## src/rtl/logic_unit_serial_if.sv

```systemverilog
// Operand/result bus shared between the serial logic unit and its requester.
// The requester drives start/op/a/b; the unit answers with busy/done/out/zero.
interface logic_unit_serial_if #(
  parameter int WIDTH = 16
);
  logic             start;
  logic [1:0]       op;
  logic [WIDTH-1:0] a;
  logic [WIDTH-1:0] b;
  logic             busy;
  logic             done;
  logic [WIDTH-1:0] out;
  logic             zero;

  modport master (
    output start, op, a, b,
    input  busy, done, out, zero
  );

  modport slave (
    input  start, op, a, b,
    output busy, done, out, zero
  );
endinterface

```

## src/rtl/logic_unit_serial.sv

```systemverilog
// Multi-cycle bitwise logic unit (AND/OR/XOR/NAND) that evaluates SLICE bits
// per clock, so only a SLICE-wide gate array is needed for any WIDTH.
// Operands and op are captured on accept; later bus changes are ignored.
module logic_unit_serial #(
  parameter int WIDTH = 16,
  parameter int SLICE = 4
) (
  input logic               clk,
  input logic               rst_n,
  logic_unit_serial_if.slave bus
);

  localparam int NSL  = WIDTH / SLICE;
  localparam int IDXW = (NSL > 1) ? $clog2(NSL) : 1;
  localparam logic [IDXW-1:0] LAST_IDX = IDXW'(NSL - 1);

  localparam logic [1:0] ST_IDLE = 2'd0;
  localparam logic [1:0] ST_BUSY = 2'd1;
  localparam logic [1:0] ST_DONE = 2'd2;

  localparam logic [1:0] OP_AND = 2'b00;
  localparam logic [1:0] OP_OR  = 2'b01;
  localparam logic [1:0] OP_XOR = 2'b10;

  logic [1:0]       state;
  logic [IDXW-1:0]  idx;
  logic [WIDTH-1:0] a_l;
  logic [WIDTH-1:0] b_l;
  logic [1:0]       op_l;
  logic [WIDTH-1:0] out_r;
  logic             zero_r;

  logic [SLICE-1:0] sl_a;
  logic [SLICE-1:0] sl_b;
  logic [SLICE-1:0] sl_res;
  logic [WIDTH-1:0] out_next;

  // Evaluate the current slice only; this is the whole gate array.
  always_comb begin
    sl_a = a_l[int'(idx) * SLICE +: SLICE];
    sl_b = b_l[int'(idx) * SLICE +: SLICE];
    case (op_l)
      OP_AND:  sl_res = sl_a & sl_b;
      OP_OR:   sl_res = sl_a | sl_b;
      OP_XOR:  sl_res = sl_a ^ sl_b;
      default: sl_res = ~(sl_a & sl_b);
    endcase
  end

  // Result as it will look after this edge, so zero can include the last slice.
  always_comb begin
    out_next = out_r;
    out_next[int'(idx) * SLICE +: SLICE] = sl_res;
  end

  // Control FSM plus operand capture and slice-by-slice result accumulation.
  always_ff @(posedge clk) begin
    if (!rst_n) begin
      state  <= ST_IDLE;
      idx    <= '0;
      a_l    <= '0;
      b_l    <= '0;
      op_l   <= OP_AND;
      out_r  <= '0;
      zero_r <= 1'b0;
    end else begin
      case (state)
        ST_IDLE, ST_DONE: begin
          if (bus.start) begin
            a_l    <= bus.a;
            b_l    <= bus.b;
            op_l   <= bus.op;
            out_r  <= '0;
            zero_r <= 1'b0;
            idx    <= '0;
            state  <= ST_BUSY;
          end else begin
            state  <= ST_IDLE;
          end
        end
        ST_BUSY: begin
          out_r <= out_next;
          if (idx == LAST_IDX) begin
            idx    <= '0;
            zero_r <= (out_next == '0);
            state  <= ST_DONE;
          end else begin
            idx    <= idx + 1'b1;
          end
        end
        default: begin
          state <= ST_IDLE;
        end
      endcase
    end
  end

  assign bus.busy = (state == ST_BUSY);
  assign bus.done = (state == ST_DONE);
  assign bus.out  = out_r;
  assign bus.zero = zero_r;

endmodule

```

## src/flat_wrapper.sv

```systemverilog
// flat-port wrapper written by rule: the top's interface ports become plain ports
module logic_unit_serial_flat 
#(
  parameter int WIDTH = 16,
  parameter int SLICE = 4
)
  (clk, rst_n, bus_start, bus_op, bus_a, bus_b, bus_busy, bus_done, bus_out, bus_zero);
  logic_unit_serial_if #(.WIDTH(WIDTH)) bus_i ();
  input logic clk;
  input logic rst_n;
  input wire logic [$bits(bus_i.start)-1:0] bus_start;
  input wire logic [$bits(bus_i.op)-1:0] bus_op;
  input wire logic [$bits(bus_i.a)-1:0] bus_a;
  input wire logic [$bits(bus_i.b)-1:0] bus_b;
  output wire logic [$bits(bus_i.busy)-1:0] bus_busy;
  output wire logic [$bits(bus_i.done)-1:0] bus_done;
  output wire logic [$bits(bus_i.out)-1:0] bus_out;
  output wire logic [$bits(bus_i.zero)-1:0] bus_zero;
  assign bus_i.start = bus_start;
  assign bus_i.op = bus_op;
  assign bus_i.a = bus_a;
  assign bus_i.b = bus_b;
  assign bus_busy = bus_i.busy;
  assign bus_done = bus_i.done;
  assign bus_out = bus_i.out;
  assign bus_zero = bus_i.zero;
  logic_unit_serial #(.WIDTH(WIDTH), .SLICE(SLICE)) u_core (.clk(clk), .rst_n(rst_n), .bus(bus_i));
endmodule
```

## config.mk

```make
export PLATFORM = sky130hd
export DESIGN_NAME = logic_unit_serial_flat
export DESIGN_NICKNAME = d
export VERILOG_FILES = /design/src/rtl/logic_unit_serial_if.sv /design/src/rtl/logic_unit_serial.sv /design/src/flat_wrapper.sv
export SDC_FILE = /design/constraint.sdc
export NUM_CORES = 1
export LEC_CHECK = 0
export CAP_MARGIN = 20
export CELL_PAD_IN_SITES_DETAIL_PLACEMENT = 0
export CELL_PAD_IN_SITES_GLOBAL_PLACEMENT = 1
export CORE_ASPECT_RATIO = 1.1
export CORE_MARGIN = 8
export CORE_UTILIZATION = 38
export CTS_BUF_LIST = sky130_fd_sc_hd__clkbuf_16
export CTS_CLUSTER_SIZE = 30
export DETAILED_ROUTE_END_ITERATION = 16
export GPL_TIMING_DRIVEN = 1
export HOLD_SLACK_MARGIN = 0.06
export PLACE_DENSITY = 0.79
export SLEW_MARGIN = 20
export SYNTH_ARGS = -nofsm -noshare
export SYNTH_HDL_FRONTEND = slang
export SYNTH_SLANG_ARGS = --single-unit
```

## constraint.sdc

```tcl
create_clock -name clk -period 3.1 [get_ports clk]
set_clock_uncertainty 0.2 [all_clocks]
set_input_delay 0.62 -clock clk [delete_from_list [all_inputs] [get_ports clk]]
set_output_delay 0.62 -clock clk [all_outputs]
set_load 0.005 [all_outputs]
```

==> reports/results.ini, run 1 <==
[detailed_routing]
highest_layer=met4
drt.antenna.violating_nets=0
routed-wl-met3_um=270
drt_iter0_markers=95
routed_wl_um=6100
drt-met1-wl_um=2910
wl_per_cell_um=14.2
dr.pass1.iters=4
drc=0
viasPerCell=5.07
route.met2.wl_um=2800
dr_total_vias=2180

[clock_network]
clk_latency_ps=290
cts_buffers=5
clkTransAtPathRegs_ps=70
post_cts_buffers=0
cts-hold-fix-buffers=0
cts_tree=yes
cts_resized=0
clockRootBuffer=clkbuf_16
htreeDepth=2
clk_path_buf_depth=2
cts_sinks=55

[timing]
setup_tns_ps=0
final_max_slew_viol_count=0
finalCritPeriodShare_pct=82.2
worst_pin_slew_ps=641
setup_viol_count_final=0
period_minus_slack_ps=2550
fmax_mhz=392
timing.slew.headroom_pct=57.3
finalHoldViolCount=0
rsz0062_at_grt=false

[floorplanning]
start_util_pct=38.6
die_w_um=96.0
num_rows=32
io_pins=56
die-area_mm2=0.00998
die_y_um=104
core_mm2=0.00693

[global_route]
antenna_found_initial=0
grt_overflow=0
globalRouteTotalUtil_pct=12.8
grt_pass1_vias=2204
grt_pass1_wl_um=10500
grt_max_degree=53

[synthesis]
postSynthCellCount=297
seq_area_frac_synth_pct=41.2
synth_area_mm2=0.00267
synth_area_leaders=dfxtp_1 (41%), nand2_1 (10%), a21oi_1 (7.7%), mux4_2 (6.7%), ha_1 (6.6%)
synth_warnings=0
synthDominantCellAreaShare_pct=41.2
synth_top_family_by_area=simple AND/OR/NAND/NOR gates
synthAdderAreaFrac_pct=6.55
synth.largest_area_cell=dfxtp_1
synth_compound_area_share_pct=14.2
ys_ff_latch=55
synth_fp_nets=348
synth_edf_count=0
synth_simple_gate_area_share_pct=18.4
async_flop_share_pct=0
avgSynthCellArea_um2=9.00
synth_xor_area_share_pct=0
synth_ff_type=dfxtp_1
ys_types=35
synth_mux_area_share_pct=14.2

[worst_setup_path]
critPathKind=reg -> reg
critPathArrivalTime_ps=2530
cp-end-kind=flop
timing.rr.end=u_core.bus.zero$_SDFFE_PN0P_
reg2reg_slack_ps=550
critical_path_required_ps=3090
path_cells=mux4_2 > ha_1 > mux2_4 > mux2i_4 > nor4_1 > o31a_1
critPathLaunchType=flop
rr_startpoint=u_core.idx[1]$_SDFFE_PN0P_
worst_r2r_path_depth=6
slowest_delay_ps=590
critPathSlowestCell=dfxtp_1
crit_fanout=10

[outcome]
status=finished clean

[layout]
n_antenna_cell=0
areaGrowthSynthToFinish_pct=28.7
fin_util_pct=49.7
layout_common_cells=nand2_1 (72), clkdlybuf4s50_1 (55), dfxtp_1 (55)
drive_gt1_share_pct=10.1
final_net_count=395
layout_commonest_cell=nand2_1

[power_and_ir_drop]
power.total_mw=1.66
ir_drop_uv=225
powerDensity_mw_per_mm2=481
power_leakage_nw=1.25

[min_path]
min_from=u_core.b_l[9]$_SDFFE_PN0P_
hold_depth=2
min_to=u_core.b_l[9]$_SDFFE_PN0P_
min_path_type=reg -> reg

[placed_design]
io_buffers=55
gp_congestion=0.815
post-dp-hpwl_um=4580

[run]
cap_viol_max_count=0

## worst max-delay path: cells and delay by family, from the launching register on
| family | cells | cell delay (ps) |
|---|---|---|
| mux | 3 | 1080 |
| flops | 1 | 590 |
| compound gates | 1 | 270 |
| fa+ha+maj | 1 | 210 |
| simple gates | 1 | 100 |
## power by group
part	switching (mW)	internal [mW]
registers	0.0271	0.737
clock network	0.259	0.384
logic	0.121	0.128
total	0.407	1.25
## worst max-delay path by stage
stage,endpoint,slack (ps),from
after floorplan,u_core.bus.zero$_SDFFE_PN0P_,690,u_core.idx[1]$_SDFFE_PN0P_
after global placement,u_core.bus.zero$_SDFFE_PN0P_,600,u_core.idx[1]$_SDFFE_PN0P_
after global routing,u_core.bus.zero$_SDFFE_PN0P_,410,u_core.idx[1]$_SDFFE_PN0P_
final,u_core.bus.zero$_SDFFE_PN0P_,550,u_core.idx[1]$_SDFFE_PN0P_
after detailed placement,u_core.bus.zero$_SDFFE_PN0P_,530,u_core.idx[1]$_SDFFE_PN0P_
after CTS,u_core.bus.zero$_SDFFE_PN0P_,530,u_core.idx[1]$_SDFFE_PN0P_
## routing by layer
metal	vias to the layer above	global-route usage, %
met5	-	0
met4	0	4.40
met3	10	2.96
met2	49	19.7
met1	1006	16.9
li1	1115	-
## cell usage after synthesis (all sizes together) (3+ instances only)
cell type,count
mux4,8
mux2,4
nand2,72
mux2i,9
ha,14
nor4,6
buf,14
clkbuf,6
nand2b,3
nor2,19
a22oi,16
inv,11
a21oi,41
dfxtp,55
## registers in the layout, indices dropped and copies added (netlist names)
signal           count
u_core.a_l          16
u_core.b_l          16
u_core.bus.out      16
u_core.bus.zero      1
u_core.idx           2
u_core.op_l          2
u_core.state         2
## per-stage QoR
stage                     worst slack [ps]  instances  cell area (um2)  hold WS [ps]
after floorplan                        687        297             2670           233
after global placement                 601        422             3270           250
after detailed placement               531        422             3270           250
after CTS                              528        430             3440           261
after global routing                   405        430             3440           283
final                                  552        430             3440           256
## kinds of logic after synthesis
logic type / Yosys count
and+or+nand+nor: 111
AOI/OAI and AO/OA: 64
DFF: 55
buffers and inverters: 32
muxes: 21
adders and majority gates: 14
## final cells by class
type	instances	area, um2
Clock buffer	5	125
Timing Repair Buffer	60	588
Clock inverter	3	46.3
Multi-Input combinational cell	210	1430
Inverter	12	45.0
Tap cell	85	106
Fill cell	680	3480
Sequential cell	55	1100
Power figures use the tool's default switching activity.
==> run 2: changes to the inputs <==
- clock period: 3.1 -> 2.65 ns (I/O delays scaled with it)
==> run 2 against run 1 <==
- global-route usage is 0.10 points lower
- setup slack worse by 300 ps
- sequential cell count stayed put
- clock power is 4.5% higher
- die area stayed put
- first-iteration DRC count is 8.4% higher
- routed wire length is 0.75% higher
- register-to-register slack worse by 290 ps
- critical path type is now reg -> out
==> reports/results.ini, run 2 (synthesis gave the netlist of run 1 again) <==
[floorplanning]
die-area_mm2=0.00998  ; unchanged
core_mm2=0.00693  ; unchanged
start_util_pct=38.6  ; unchanged
die_y_um=104  ; unchanged
io_pins=56  ; unchanged
num_rows=32  ; unchanged
die_w_um=96.0  ; unchanged

[detailed_routing]
drt.antenna.violating_nets=0  ; unchanged
dr.pass1.iters=4  ; unchanged
routed_wl_um=6150  ; +0.75%
dr_total_vias=2216  ; +1.7%
wl_per_cell_um=14.3  ; +0.52%
viasPerCell=5.14  ; +1.4%
drt_iter0_markers=103  ; +8.4%
drc=0  ; unchanged

[run]
cap_viol_max_count=0  ; unchanged

[clock_network]
clkTransAtPathRegs_ps=80  ; about the same
clk_latency_ps=290  ; about the same
cts_tree=yes
clockRootBuffer=clkbuf_16
clk_path_buf_depth=2  ; unchanged
cts_buffers=5  ; unchanged
htreeDepth=2  ; unchanged
cts_sinks=55  ; unchanged

[worst_setup_path]
cp-end-kind=primary output
path_cells=nand2b_1 > inv_2 > clkdlybuf4s50_1
crit_fanout=9  ; -1
critical-path-top-delay-family=buffers and inverters
path_buf_inv=2  ; +2
critPathSlowestCell=clkdlybuf4s50_1
critPathKind=reg -> out
critical_path_required_ps=1920  ; -1170 ps
critPathLaunchType=flop
critPathArrivalTime_ps=1670  ; -860 ps
slowest_delay_ps=540  ; -50 ps

[global_route]
grt_max_degree=53  ; unchanged
grt_pass1_vias=2198  ; -0.27%
antenna_found_initial=0  ; unchanged
grt_pass1_wl_um=10500  ; about the same
globalRouteTotalUtil_pct=12.7  ; -0.10 points
grt_overflow=0  ; unchanged

[timing]
rsz0062_at_grt=false
timing.slew.headroom_pct=63.4  ; +6.2 points
final_max_slew_viol_count=0  ; unchanged
period_minus_slack_ps=2400
fmax_mhz=417
setup_tns_ps=0  ; unchanged
worst_pin_slew_ps=548  ; -93.1 ps
finalHoldViolCount=0  ; unchanged
finalCritPeriodShare_pct=90.5
setup_viol_count_final=0  ; unchanged

[layout]
areaGrowthSynthToFinish_pct=29.8
fin_area_mm2=0.00347  ; +0.84%
n_antenna_cell=0  ; unchanged
layout_common_cells=nand2_1 (72), clkdlybuf4s50_1 (55), dfxtp_1 (53)
layout_commonest_cell=nand2_1
drive_gt1_share_pct=11.0  ; +0.84 points
final_net_count=396  ; +0.25%
fillers=706  ; +3.8%

[placed_design]
post-dp-hpwl_um=4640  ; +1.2%
post_dp_cell_area_mm2=0.00332  ; +1.4%
io_buffers=55  ; unchanged
gp_congestion=0.812  ; -0.32%

[power_and_ir_drop]
ir_drop_uv=283  ; +26%
power_leakage_nw=1.26  ; +0.93%
powerDensity_mw_per_mm2=539  ; +12%

[min_path]
min_path_type=reg -> reg

[outcome]
status=finished clean

run 2: layout make-up:
class / instances / area (um2) / area share (%)
repair buffers: 61 / 633 / 18.2
flip-flops and latches: 55 / 1100 / 31.8
well taps: 85 / 106 / 3.06
clock inverters: 3 / 27.5 / 0.793
clock buffers: 5 / 125 / 3.60
inverters: 12 / 45.0 / 1.30
multi-input cells: 210 / 1430 / 41.2
run 2: power breakdown:
part / switching [mW] / leakage, nW / internal [mW]
clock: 0.313 / 0.0719 / 0.359
combinational: 0.147 / 0.737 / 0.159
sequential: 0.0295 / 0.450 / 0.862
run 2: routing by layer:
| layer | vias to the layer above | GRT usage, % | share of wire [%] |
|---|---|---|---|
| met4 | 0 | 4.07 | 1.2 |
| li1 | 1123 | - | - |
| met5 | - | 0 | 0 |
| met3 | 9 | 3.25 | 4.9 |
| met2 | 47 | 19.3 | 48 |
| met1 | 1037 | 17.0 | 46 |
run 2: per-stage QoR:
| stage | power [mW] | hold slack (ps) | utilization (%) | setup slack, ps | cells |
|---|---|---|---|---|---|
| finish | 1.87 | 260 | 50.1 | 251 | 431 |
| global route | 1.96 | 278 | 50.1 | 81.1 | 431 |
| CTS | 1.89 | 261 | 50.1 | 138 | 431 |
| detailed placement | 1.22 | 250 | 47.9 | 156 | 423 |
| global placement | 1.21 | 246 | 47.9 | 229 | 423 |
| floorplan | 1.10 | 233 | - | 237 | 297 |
run 2: path summary, 6_finish.rpt:
check / start / slack (ps) / to / cells after the start
min: u_core.b_l[12]$_SDFFE_PN0P_ / 260 / u_core.b_l[12]$_SDFFE_PN0P_ / 2
max reg2reg: u_core.idx[0]$_SDFFE_PN0P_ / 260 / u_core.bus.zero$_SDFFE_PN0P_ / 7
min reg2reg: u_core.b_l[12]$_SDFFE_PN0P_ / 260 / u_core.b_l[12]$_SDFFE_PN0P_ / 2
max: u_core.state[0]$_SDFFE_PN0P_ / 250 / bus_busy / 3
run 2: timing repair:
item,CTS,global route
hold buffers,0,0
setup buffers,0,0
setup endpoints to repair,0,1
resized for setup,0,2
run 2: tightest hold or removal path: stages, from the launching register on:
cell and delay [ps]:
dfxtp_1 310, nand2_1 50, a21oi_1 50
==> run 3: changes to the inputs <==
--- a/config.mk
+++ b/config.mk
@@ -16,5 +16,5 @@
 export DETAILED_ROUTE_END_ITERATION = 16
 export GPL_TIMING_DRIVEN = 1
-export HOLD_SLACK_MARGIN = 0.06
+export HOLD_SLACK_MARGIN = 0.12
 export PLACE_DENSITY = 0.79
 export SLEW_MARGIN = 20
==> constraint.sdc (replaced) <==
create_clock -name clk -period 2.65 [get_ports clk]
set_clock_uncertainty 0.2 [all_clocks]
set_input_delay 0.795 -clock clk [delete_from_list [all_inputs] [get_ports clk]]
set_output_delay 0.795 -clock clk [all_outputs]
set_load 0.005 [all_outputs]
==> run 3 against run 2 <==
- final cell count increased by 0.46%
- setup slack got worse by 41 ps
- hold slack got worse by 2.4 ps
- routed wire length decreased by 0.80%
- sequential share of layout area about the same
- clock power decreased by 3.1%
- first-iteration DRC count decreased by 23%
- core utilization about the same
==> reports/results.ini, run 3 (synthesis gave the netlist of run 1 again) <==
[worst_setup_path]
path_cells=nand2b_1 > inv_2 > clkdlybuf4s50_1
crit_fanout=9  ; unchanged
cp-end-kind=primary output
critPathLaunchType=flop
critPathKind=reg -> out
critical_path_required_ps=1660  ; -260 ps
path_buf_inv=2  ; unchanged
slowest_delay_ps=530  ; about the same
critPathSlowestCell=clkdlybuf4s50_1
critPathArrivalTime_ps=1450  ; -220 ps
critical-path-top-delay-family=buffers and inverters

[timing]
worst_slack_ps=210  ; -41.4 ps
period_minus_slack_ps=2440  ; +41.4 ps
whs_ps=257  ; -2.41 ps
timing.slew.headroom_pct=63.8  ; +0.43 points
worst_pin_slew_ps=542  ; -6.39 ps
fmax_mhz=410  ; -1.7%
final_max_slew_viol_count=0  ; unchanged
finalHoldViolCount=0  ; unchanged
rsz0062_at_grt=false
setup_tns_ps=0  ; unchanged
setup_viol_count_final=0  ; unchanged
finalCritPeriodShare_pct=92.1  ; +1.6 points

[power_and_ir_drop]
p_switching_mw=0.473  ; -3.3%
ir_drop_uv=280  ; -1.1%
switching_share_pct=25.6  ; -0.58 points
p_int_mw=1.37  ; -0.39%
sequentialPowerShare_pct=48.3  ; +0.6 points
power_leakage_nw=1.26  ; about the same
powerDensity_mw_per_mm2=533  ; -1.1%
clock_power_share_pct=35.2  ; -0.7 points
power.share.combinational_pct=16.5  ; about the same

[placed_design]
gp_congestion=0.793  ; -2.4%
post-dp-hpwl_um=4670  ; +0.76%
io_buffers=55  ; unchanged
dp.cells=425  ; +0.47%
place_ws_ps=128  ; -28.6 ps

[clock_network]
htreeDepth=2  ; unchanged
clkTransAtPathRegs_ps=70  ; about the same
cts_buffers=5  ; unchanged
cts_sinks=55  ; unchanged
clockRootBuffer=clkbuf_16
clk_path_buf_depth=2  ; unchanged
post_cts_buffers=0  ; unchanged
clk_latency_ps=290  ; about the same
cts_tree=yes

[detailed_routing]
wl_per_cell_um=14.1  ; -1.3%
routed_wl_um=6100  ; -0.80%
drc=0  ; unchanged
drt-met1-wl_um=2820  ; -1.2%
highest_layer=met4
dr.pass1.iters=4  ; unchanged
routed-wl-met3_um=233  ; -23%
viasPerCell=5.06  ; -1.5%
dr_total_vias=2193  ; -1.0%
drt_iter0_markers=79  ; -23%
drt.antenna.violating_nets=0  ; unchanged
route.met2.wl_um=3000  ; +2.7%

[layout]
layout_commonest_cell=nand2_1
drive_gt1_share_pct=11.5  ; +0.51 points
final_net_count=398  ; +0.51%
areaGrowthSynthToFinish_pct=29.8  ; about the same
n_antenna_cell=0  ; unchanged
layout_common_cells=nand2_1 (72), clkdlybuf4s50_1 (55), dfxtp_1 (53)
final_cells=433  ; +0.46%

[run]
cap_viol_max_count=0  ; unchanged

[floorplanning]
die-area_mm2=0.00998  ; unchanged
die_w_um=96.0  ; unchanged
io_pins=56  ; unchanged
num_rows=32  ; unchanged
die_y_um=104  ; unchanged
core_mm2=0.00693  ; unchanged
start_util_pct=38.6  ; unchanged

[global_route]
grt_overflow=0  ; unchanged
grt_pass1_wl_um=10900  ; +3.7%
grt_max_degree=53  ; unchanged
antenna_found_initial=0  ; unchanged
globalRouteTotalUtil_pct=13.1  ; +0.39 points
grt_pass1_vias=2318  ; +5.5%

[min_path]
min_path_type=reg -> reg

[outcome]
status=finished clean

[run 3: cell count changes in the layout (fill, tap and decap cells not counted), sizes merged]
cell      change
buf           +2
clkinv        -1
clkinvlp      +1
[run 3: timing repair]
item,in CTS,in global routing
hold buffers,0,0
gates resized for setup,0,2
endpoints found under the setup margin,0,1
[run 3: path summary, 6_finish.rpt]
kind / startpoint / end / slack, ps / depth (start not counted)
hold reg to reg: u_core.a_l[5]$_SDFFE_PN0P_ / u_core.a_l[5]$_SDFFE_PN0P_ / 260 / 2
setup / recovery: u_core.state[0]$_SDFFE_PN0P_ / bus_busy / 210 / 3
hold / removal: u_core.a_l[5]$_SDFFE_PN0P_ / u_core.a_l[5]$_SDFFE_PN0P_ / 260 / 2
setup reg to reg: u_core.idx[0]$_SDFFE_PN0P_ / u_core.bus.zero$_SDFFE_PN0P_ / 240 / 7
[run 3: per-stage QoR]
step           power (mW)  util, %  area (um2)
2_1_floorplan        1.10        -        2670
3_3_place_gp         1.21     47.9        3320
3_5_place_dp         1.22     47.9        3320
4_1_cts              1.87     50.1        3470
5_1_grt              1.94     50.1        3470
6_report             1.85     50.1        3470
[run 3: worst register-to-register path, cell delays in order, from the launching register on]
cell and delay, ps:
dfxtp_2 410, buf_4 240, mux4_2 330, ha_1 220
mux2_4 280, mux2i_4 230, nor4_1 100, o31a_1 280
[run 3: layout make-up]
class | count | area [um2]
Fill cell | 682 | 3460
Multi-Input combinational cell | 210 | 1430
Sequential cell | 55 | 1100
Timing Repair Buffer | 63 | 636
Clock buffer | 5 | 125
Tap cell | 85 | 106
Inverter | 12 | 45.0
Clock inverter | 3 | 23.8
[run 3: power groups by stage]
stage               logic (mW)  registers [mW]  clock network [mW]
finish                   0.304           0.892               0.651
global route             0.341           0.898               0.703
CTS                      0.308           0.893               0.670
detailed placement       0.307           0.912                   0
global placement         0.299           0.911                   0
floorplan                0.211           0.894                   0
[run 3: routing by layer]
| layer | global-route usage, % | vias to the layer above |
|---|---|---|
| met5 | 0 | - |
| met4 | 3.08 | 0 |
| met3 | 2.89 | 5 |
| met2 | 21.8 | 34 |
| met1 | 16.5 | 1031 |
| li1 | - | 1123 |
